[src/rtl/bp_me_cce_mem_mux.sv]
// Merges per-CCE memory command channels onto one memory port and steers the
// in-order memory responses back to the CCE that issued each command.
module bp_me_cce_mem_mux #(
  parameter int num_cce_p         = 2,
  parameter int cmd_width_p       = 64,
  parameter int resp_width_p      = 64,
  parameter int max_outstanding_p = 4,
  parameter int rr_p              = 1
) (
  input  logic                                 clk_i,
  input  logic                                 reset_i,
  input  logic [num_cce_p*cmd_width_p-1:0]     cmd_i,
  input  logic [num_cce_p-1:0]                 cmd_v_i,
  output logic [num_cce_p-1:0]                 cmd_yumi_o,
  output logic [cmd_width_p-1:0]               mem_cmd_o,
  output logic                                 mem_cmd_v_o,
  input  logic                                 mem_cmd_yumi_i,
  input  logic [resp_width_p-1:0]              mem_resp_i,
  input  logic                                 mem_resp_v_i,
  output logic                                 mem_resp_ready_o,
  output logic [num_cce_p*resp_width_p-1:0]    resp_o,
  output logic [num_cce_p-1:0]                 resp_v_o,
  input  logic [num_cce_p-1:0]                 resp_ready_i,
  output logic [$clog2(max_outstanding_p+1)-1:0] outstanding_o,
  output logic                                 error_o
);
  localparam int tag_w_lp = (num_cce_p > 1) ? $clog2(num_cce_p) : 1;
  localparam int ptr_w_lp = (max_outstanding_p > 1) ? $clog2(max_outstanding_p) : 1;
  localparam int cnt_w_lp = $clog2(max_outstanding_p+1);

  // Handshakes: cmd_yumi_o/mem_cmd_yumi_i are same-cycle consumes of a valid
  // payload; a response transfers when mem_resp_v_i and mem_resp_ready_o are both high.
  logic                   reg_v_q, reg_v_d;
  logic [cmd_width_p-1:0] reg_data_q, reg_data_d;
  logic [cnt_w_lp-1:0]    count_q, count_d;
  logic [tag_w_lp-1:0]    rr_ptr_q, rr_ptr_d;
  logic [ptr_w_lp-1:0]    head_q, head_d, tail_q, tail_d;
  logic                   error_q, error_d;
  logic [tag_w_lp-1:0]    tag_mem_q [max_outstanding_p];

  logic                   grant_found;
  logic [tag_w_lp-1:0]    grant_idx;
  logic [cmd_width_p-1:0] grant_data;
  logic                   accept, resp_fire, fifo_nonempty;
  logic [tag_w_lp-1:0]    head_tag;
  int                     arb_start;

  assign fifo_nonempty = (count_q != '0);
  assign head_tag      = tag_mem_q[head_q];

  // Search order starts at the round-robin pointer, or at channel 0 in fixed mode.
  always_comb begin
    grant_found = 1'b0;
    grant_idx   = '0;
    arb_start   = (rr_p != 0) ? int'(rr_ptr_q) : 0;
    for (int i = 0; i < num_cce_p; i++) begin
      for (int j = 0; j < num_cce_p; j++) begin
        if (!grant_found && cmd_v_i[j] && (j == ((arb_start + i) % num_cce_p))) begin
          grant_found = 1'b1;
          grant_idx   = tag_w_lp'(j);
        end
      end
    end
  end

  always_comb begin
    grant_data = '0;
    for (int j = 0; j < num_cce_p; j++) begin
      if (int'(grant_idx) == j) grant_data = cmd_i[j*cmd_width_p +: cmd_width_p];
    end
  end

  assign accept = !reset_i && (!reg_v_q || mem_cmd_yumi_i)
                  && (count_q < cnt_w_lp'(max_outstanding_p)) && grant_found;

  always_comb begin
    cmd_yumi_o = '0;
    for (int j = 0; j < num_cce_p; j++) begin
      cmd_yumi_o[j] = accept && (int'(grant_idx) == j);
    end
  end

  always_comb begin
    resp_v_o         = '0;
    mem_resp_ready_o = 1'b0;
    for (int j = 0; j < num_cce_p; j++) begin
      if (int'(head_tag) == j) begin
        resp_v_o[j]      = mem_resp_v_i && fifo_nonempty;
        mem_resp_ready_o = resp_ready_i[j] && fifo_nonempty;
      end
    end
  end

  assign resp_fire     = mem_resp_v_i && mem_resp_ready_o;
  assign resp_o        = {num_cce_p{mem_resp_i}};
  assign mem_cmd_v_o   = reg_v_q;
  assign mem_cmd_o     = reg_data_q;
  assign outstanding_o = count_q;
  assign error_o       = error_q;

  always_comb begin
    reg_v_d    = reg_v_q && !mem_cmd_yumi_i;
    reg_data_d = reg_data_q;
    rr_ptr_d   = rr_ptr_q;
    tail_d     = tail_q;
    head_d     = head_q;
    count_d    = count_q;
    error_d    = error_q || (mem_resp_v_i && !fifo_nonempty);
    if (accept) begin
      reg_v_d    = 1'b1;
      reg_data_d = grant_data;
      rr_ptr_d   = (int'(grant_idx) == num_cce_p-1) ? '0 : grant_idx + tag_w_lp'(1);
      tail_d     = (int'(tail_q) == max_outstanding_p-1) ? '0 : tail_q + ptr_w_lp'(1);
    end
    if (resp_fire) begin
      head_d = (int'(head_q) == max_outstanding_p-1) ? '0 : head_q + ptr_w_lp'(1);
    end
    if (accept && !resp_fire)      count_d = count_q + cnt_w_lp'(1);
    else if (!accept && resp_fire) count_d = count_q - cnt_w_lp'(1);
  end

  always_ff @(posedge clk_i or posedge reset_i) begin
    if (reset_i) begin
      reg_v_q    <= 1'b0;
      reg_data_q <= '0;
      rr_ptr_q   <= '0;
      head_q     <= '0;
      tail_q     <= '0;
      count_q    <= '0;
      error_q    <= 1'b0;
    end else begin
      reg_v_q    <= reg_v_d;
      reg_data_q <= reg_data_d;
      rr_ptr_q   <= rr_ptr_d;
      head_q     <= head_d;
      tail_q     <= tail_d;
      count_q    <= count_d;
      error_q    <= error_d;
    end
  end

  // Tag storage needs no reset: occupancy is tracked by count_q and the pointers.
  always_ff @(posedge clk_i) begin
    if (accept) tag_mem_q[tail_q] <= grant_idx;
  end

endmodule

[config.mk]
export PLATFORM = sky130hd
export DESIGN_NAME = bp_me_cce_mem_mux
export DESIGN_NICKNAME = d
export VERILOG_FILES = /design/src/rtl/bp_me_cce_mem_mux.sv
export SDC_FILE = /design/constraint.sdc
export NUM_CORES = 1
export LEC_CHECK = 0
export CORE_AREA = 2 2 155 157
export CTS_CLUSTER_DIAMETER = 40
export CTS_CLUSTER_SIZE = 12
export DETAILED_ROUTE_END_ITERATION = 6
export DIE_AREA = 0 0 157 159
export GPL_ROUTABILITY_DRIVEN = 0
export PLACE_DENSITY = 0.66
export SYNTH_ARGS = -nofsm -noshare
export SYNTH_HDL_FRONTEND = slang
export SYNTH_SLANG_ARGS = --single-unit
[constraint.sdc]
create_clock -name clk_i -period 2.8 [get_ports clk_i]
set_input_delay 0.56 -clock clk_i [delete_from_list [all_inputs] [get_ports clk_i]]
set_output_delay 0.56 -clock clk_i [all_outputs]
set_load 0.1 [all_outputs]
## Word-level counts from Yosys, hierarchy flattened

Memory sizes are Yosys's and may differ from the RTL's.
Cells that the tools add are included.
W data, S select, Z words.

| cells by class | value |
|---|---|
| bitwise logic cells | 2 |
| reduce and logical (&&, ||, !) cells | 35 |
| order comparisons | 1 |
| eq/ne operators | 3 |
| $add $sub $neg | 6 |
| muxes and demuxes | 19 |

Operator list:

| kind | number |
|---|---|
| $logic_not A32 Y1 | 2 |
| $mux W64 | 1 |
| $logic_and A1 B1 Y1 | 20 |
| $mux W1 | 14 |
| $logic_not A1 Y1 | 9 |
| $mux W3 | 2 |
| $add A2 B1 Y2 const B | 2 |
| $eq A2 B1 Y1 const B | 2 |
| $mux W2 | 2 |
| $add A3 B1 Y3 const B | 1 |
| $lt A3 B3 Y1 const B | 1 |
| $reduce_bool A3 Y1 | 1 |
| $sub A3 B1 Y3 const B | 1 |
| $add A1 B1 Y1 const B | 2 |
| $eq A2 B2 Y1 const A | 1 |
| $logic_or A1 B1 Y1 | 2 |
| $reduce_bool A2 Y1 | 1 |
| $and A1 B1 Y1 const A | 1 |
| $not A1 Y1 | 1 |

| word-level totals | value |
|---|---|
| output and inout port bits | 202 |
| memory bits (writable) | 4 |
| input port bits | 200 |
| memories kept | 1 |
| register bits | 74 |
| logic and storage cells | 74 |

Memory list:

| memory | depth | bits a word | rd ports | clocked after memory_dff | write ports | RTL line | text |
|---|---|---|---|---|---|---|---|
| tag_mem_q | 4 | 1 | 1 | 0 | 1 | 39 | `logic [tag_w_lp-1:0] tag_mem_q [max_outstanding_p];` |

## Logic depth before layout (Yosys ltp)

| depth | value |
|---|---|
| depth in word-level cells | 20 |
| depth in mapped cells | 10 |
| depth with buffers taken out | 9 |

## Worst setup path after synthesis

OpenSTA, ideal clock, no wires.

| timing | value |
|---|---|
| kind | register to output |
| start point | register count_q[0] (netlist: outstanding_o[0]) |
| end point | output resp_v_o[1] |
| path buffers | 0 |
| required time | 2.240 ns |
| arrival time | 2.737 ns |
| stages on the path, launching flop included | 4 |
| slack | -0.497 ns |
| cell sequence | dfrtp_1 nor3_1 nand2b_1 nor2b_1 |

| between the ends | value |
|---|---|
| word-level cells in the longest chain between the ends | 3 |

Ends and longest elaborated chain:

| what | RTL line | text |
|---|---|---|
| start: declaration | 35 | `logic [cnt_w_lp-1:0] count_q, count_d;` |
| start signal: assignment | 137 | `count_q <= count_d;` |
| $reduce_bool A3 Y1 | 48 | `assign fifo_nonempty = (count_q != '0);` |
| $logic_and A1 B1 Y1 | 88 | `resp_v_o[j] = mem_resp_v_i && fifo_nonempty;` |
| $mux W1 | 87 | `if (int'(head_tag) == j) begin` |
| end: declaration | 22 | `output logic [num_cce_p-1:0] resp_v_o,` |

No other way between the ends.

## Worst setup path in the final report

| timing | value |
|---|---|
| start point | register head_q[0] |
| end point | register count_q[1] (netlist: outstanding_o[1]) |

| between the ends | value |
|---|---|
| word-level cells in the longest chain between the ends | 6 |
| elaborated cells on any way between the ends | 8 |
| those cells by class | mux (2); reduce/logical (5); memory (1) |

Ends and longest elaborated chain:

| what | RTL line | text |
|---|---|---|
| start: declaration | 37 | `logic [ptr_w_lp-1:0] head_q, head_d, tail_q, tail_d;` |
| start signal: assignment | 127 | `head_q <= '0;` |
| start signal: assignment | 135 | `head_q <= head_d;` |
| $mem_v2 Z4 W1 | -- |  |
| $mux W1 | 87 |  |
| $logic_and A1 B1 Y1 | 94 | `assign resp_fire = mem_resp_v_i && mem_resp_ready_o;` |
| $logic_not A1 Y1 | 118 | `if (accept && !resp_fire) count_d = count_q + cnt_w_lp'(1);` |
| $logic_and A1 B1 Y1 | 118 |  |
| $mux W3 | 118 |  |
| net count_d[1] | 35 |  |

The timed path passes the listed nets, and every way through them passes these cells.
A chain may end at the register's enable or synchronous reset.

==> metrics.txt <==
Final min period 2.422 ns; Layout Cells excl Fill 940; DP Area 6460 um2; status complete, no violations; residual DRC count 0; first-pass GRT wire length 25.01 mm; largest net degree at the start of global routing 129; final instance area 6788 um2; VDD IR max 0.6261 mV; max-slew violation count 0; Inst Count DP 923; R2R Path End outstanding_o[1]; Yosys warning count 0; post-synthesis net count 775; crit path from head_q[0]; Hold Vio Cnt, Final 0; Cell Area, Synth 5142 um2; FF-to-FF path depth 7; CTS Sinks 78; Final setup viols 0; hold path startpoint error_o; WHS 0.4642 ns; final net count 822; chip height 159 um; CP Data Arrival Time 2.66 ns; Starting Density 22.17%; GR Util All Layers 12.94%; initial antenna violation count 1; critical register-to-register path startpoint head_q[0]; worst-margin pin slew 0.8282 ns; vias in the first global route 4425; CP max-delay cell mux4_2; clk slew on worst S/H paths 0.07 ns; # H-tree levels 3; DP Worst Slack 0.1530 ns; WP buf/inv 2; Reg2Reg Setup Slack 0.38 ns; drt wl/cell 17.55 um; core footprint 23190 um2; delay-heaviest family, CP multiplexers; most used cell, CP inv_1; clock insertion delay at the later pin of the skew report 0.35 ns; CP peak stage delay 0.60 ns; detailed-route wire length 16.50 mm; syn_area_per_cell 9.054 um2; Synth cell types 30; Fillers 2431; dpl hpwl 10.75 mm; post-layout util 29.27%; Cell Pwr Density 1449 nW/um2; Hold Path End error_o; Tcrit/Tclk final 86.51%; PostCTS Resize Cnt 0; Die Area 24960 um2; CP Capture Type register; Rows 56; Clock Path Buffers 2; DR vias/cell 4.816; Final Skew 0.01026 ns; RSZ-0062 raised after global routing no; cell leakage power 2.532 nW; Overflow after GRT 0; final worst slack 0.3777 ns; Layout area overhead 32.00%; startpoint types register; critical path type register to register; Post-CTS Hold Fix Bufs 0; Req. time, crit path 3.04 ns; crit-path cells mux4_2, mux2i_2, inv_1, ha_1, inv_1, fa_1, mux2_2; hold depth 1; antenna-violating nets left 0; slew margin rel. 44.79%; width of the chip 157 um; Setup Fix Bufs, Post-CTS 0; clock buffer count from CTS 9; CTS tree built; Hold Path Class register to register; Max-Cap Viols 0; share of layout cells above drive strength 1 18.39%; clk root buf clkbuf_16; DR vias 4527; initial detailed-routing violation count 280; Syn Inst Count 568; Ports 402; flops & latches, synth 78; crit path max fanout 4; sequential share of the synthesized area 38.35%; port bufs 209; 1st-pass router iterations 5; Max Fclk 412.8 MHz
sequential cells by signal, summed over array words and instances (netlist names):
name and flops:
error_o 1, outstanding_o 3, mem_cmd_v_o 1, tail_q 2
head_q 2, tag_mem_q 4, rr_ptr_q 1, mem_cmd_o 64
layout by cell type (no fill, tap or decap), types with 5 or more instances in the layout:
master,synthesis,routed
ha_1,6,6
nand3b_1,64,64
dfrtp_1,74,74
buf_12,0,7
o21ai_0,64,64
a31oi_1,128,128
nor2_1,8,5
inv_1,6,5
clkdlybuf4s50_1,0,134
mux2_1,5,5
buf_4,128,77
clkbuf_16,0,10
per-stage QoR:
stage	power, mW	TNS [ns]
after global placement	8.527	0
after CTS	9.930	0
after detailed placement	8.586	0
after floorplan	7.845	-0.4831
final	9.835	0
after global routing	10.27	0
cell usage after synthesis:
library cell  count  area, um2
ha_1              6      75.07
buf_1             5      18.77
nor2_1            8      30.03
nand3b_1         64      480.5
nor2b_1           2      12.51
inv_1             6      22.52
buf_4           128      960.9
mux2_1            5      56.30
o311ai_0          2      17.52
or2_1             1      6.260
a31oi_1         128      800.8
edfxtp_1          4      120.1
xor2_1            2      17.52
xnor2_1           1      8.760
nand2b_1          3      18.77
mux2_2            1      11.26
fa_1              1      20.02
o21ai_0          64      320.3
mux2i_2           1      13.76
and2_1            4      25.02
clkbuf_1         46      172.7
nor3_1            1      5.000
dfrtp_1          74       1852
a21o_1            1      7.510
buf_2             4      20.02
nand3_1           1      5.000
mux2i_1           1      10.01
inv_2             2      7.510
nand2_1           1      3.750
mux4_2            1      22.52
how the worst max path moves through the flow:
| stage | end | slack [ns] | cells past startpoint |
|---|---|---|---|
| after floorplan | cmd_yumi_o[0] | -0.23 | 5 |
| after global placement | outstanding_o[1] | 0.18 | 8 |
| after detailed placement | outstanding_o[1] | 0.15 | 8 |
| after CTS | outstanding_o[2] | 0.35 | 9 |
| after global routing | outstanding_o[2] | 0.23 | 9 |
| final | outstanding_o[1] | 0.38 | 7 |
cells by family after synthesis:
logic type | Yosys count | share of synthesized area (%)
AO/OA/AOI/OAI | 195 | 22.29
XOR/XNOR | 3 | 0.5110
multiplexers | 9 | 2.214
adder cells (fa/ha/maj) | 7 | 1.849
AND/OR/NAND/NOR | 85 | 11.41
buffers and inverters | 191 | 23.38
flip-flops | 78 | 38.35
metal layers:
layer,up-vias,wire length (um),track usage [%]
met5,-,0,0
met4,0,671,6.881
met3,55,1670,4.682
met2,257,7659,20.89
met1,2183,6497,14.90
li1,2032,-,-
cell type report:
class,count,area (um2),share of cell area [%]
antenna,1,2.502,0.03687
sequential,78,1972,29.05
inverter,8,31.28,0.4608
tap,319,399.1,5.880
clock inverter,6,75.07,1.106
timing repair buffer,219,2064,30.41
clock buffer,10,250.2,3.687
multi-input combinational,299,1993,29.36
power breakdown:
part | internal, mW | total [mW] | leakage (nW) | switching (mW)
Clock | 0.760 | 1.30 | 0.157 | 0.543
Sequential | 1.68 | 2.04 | 0.867 | 0.357
Combinational | 1.50 | 6.49 | 1.51 | 4.99
Total | 3.94 | 9.83 | 2.53 | 5.89
Note: power is estimated with default switching activity, not from simulation.
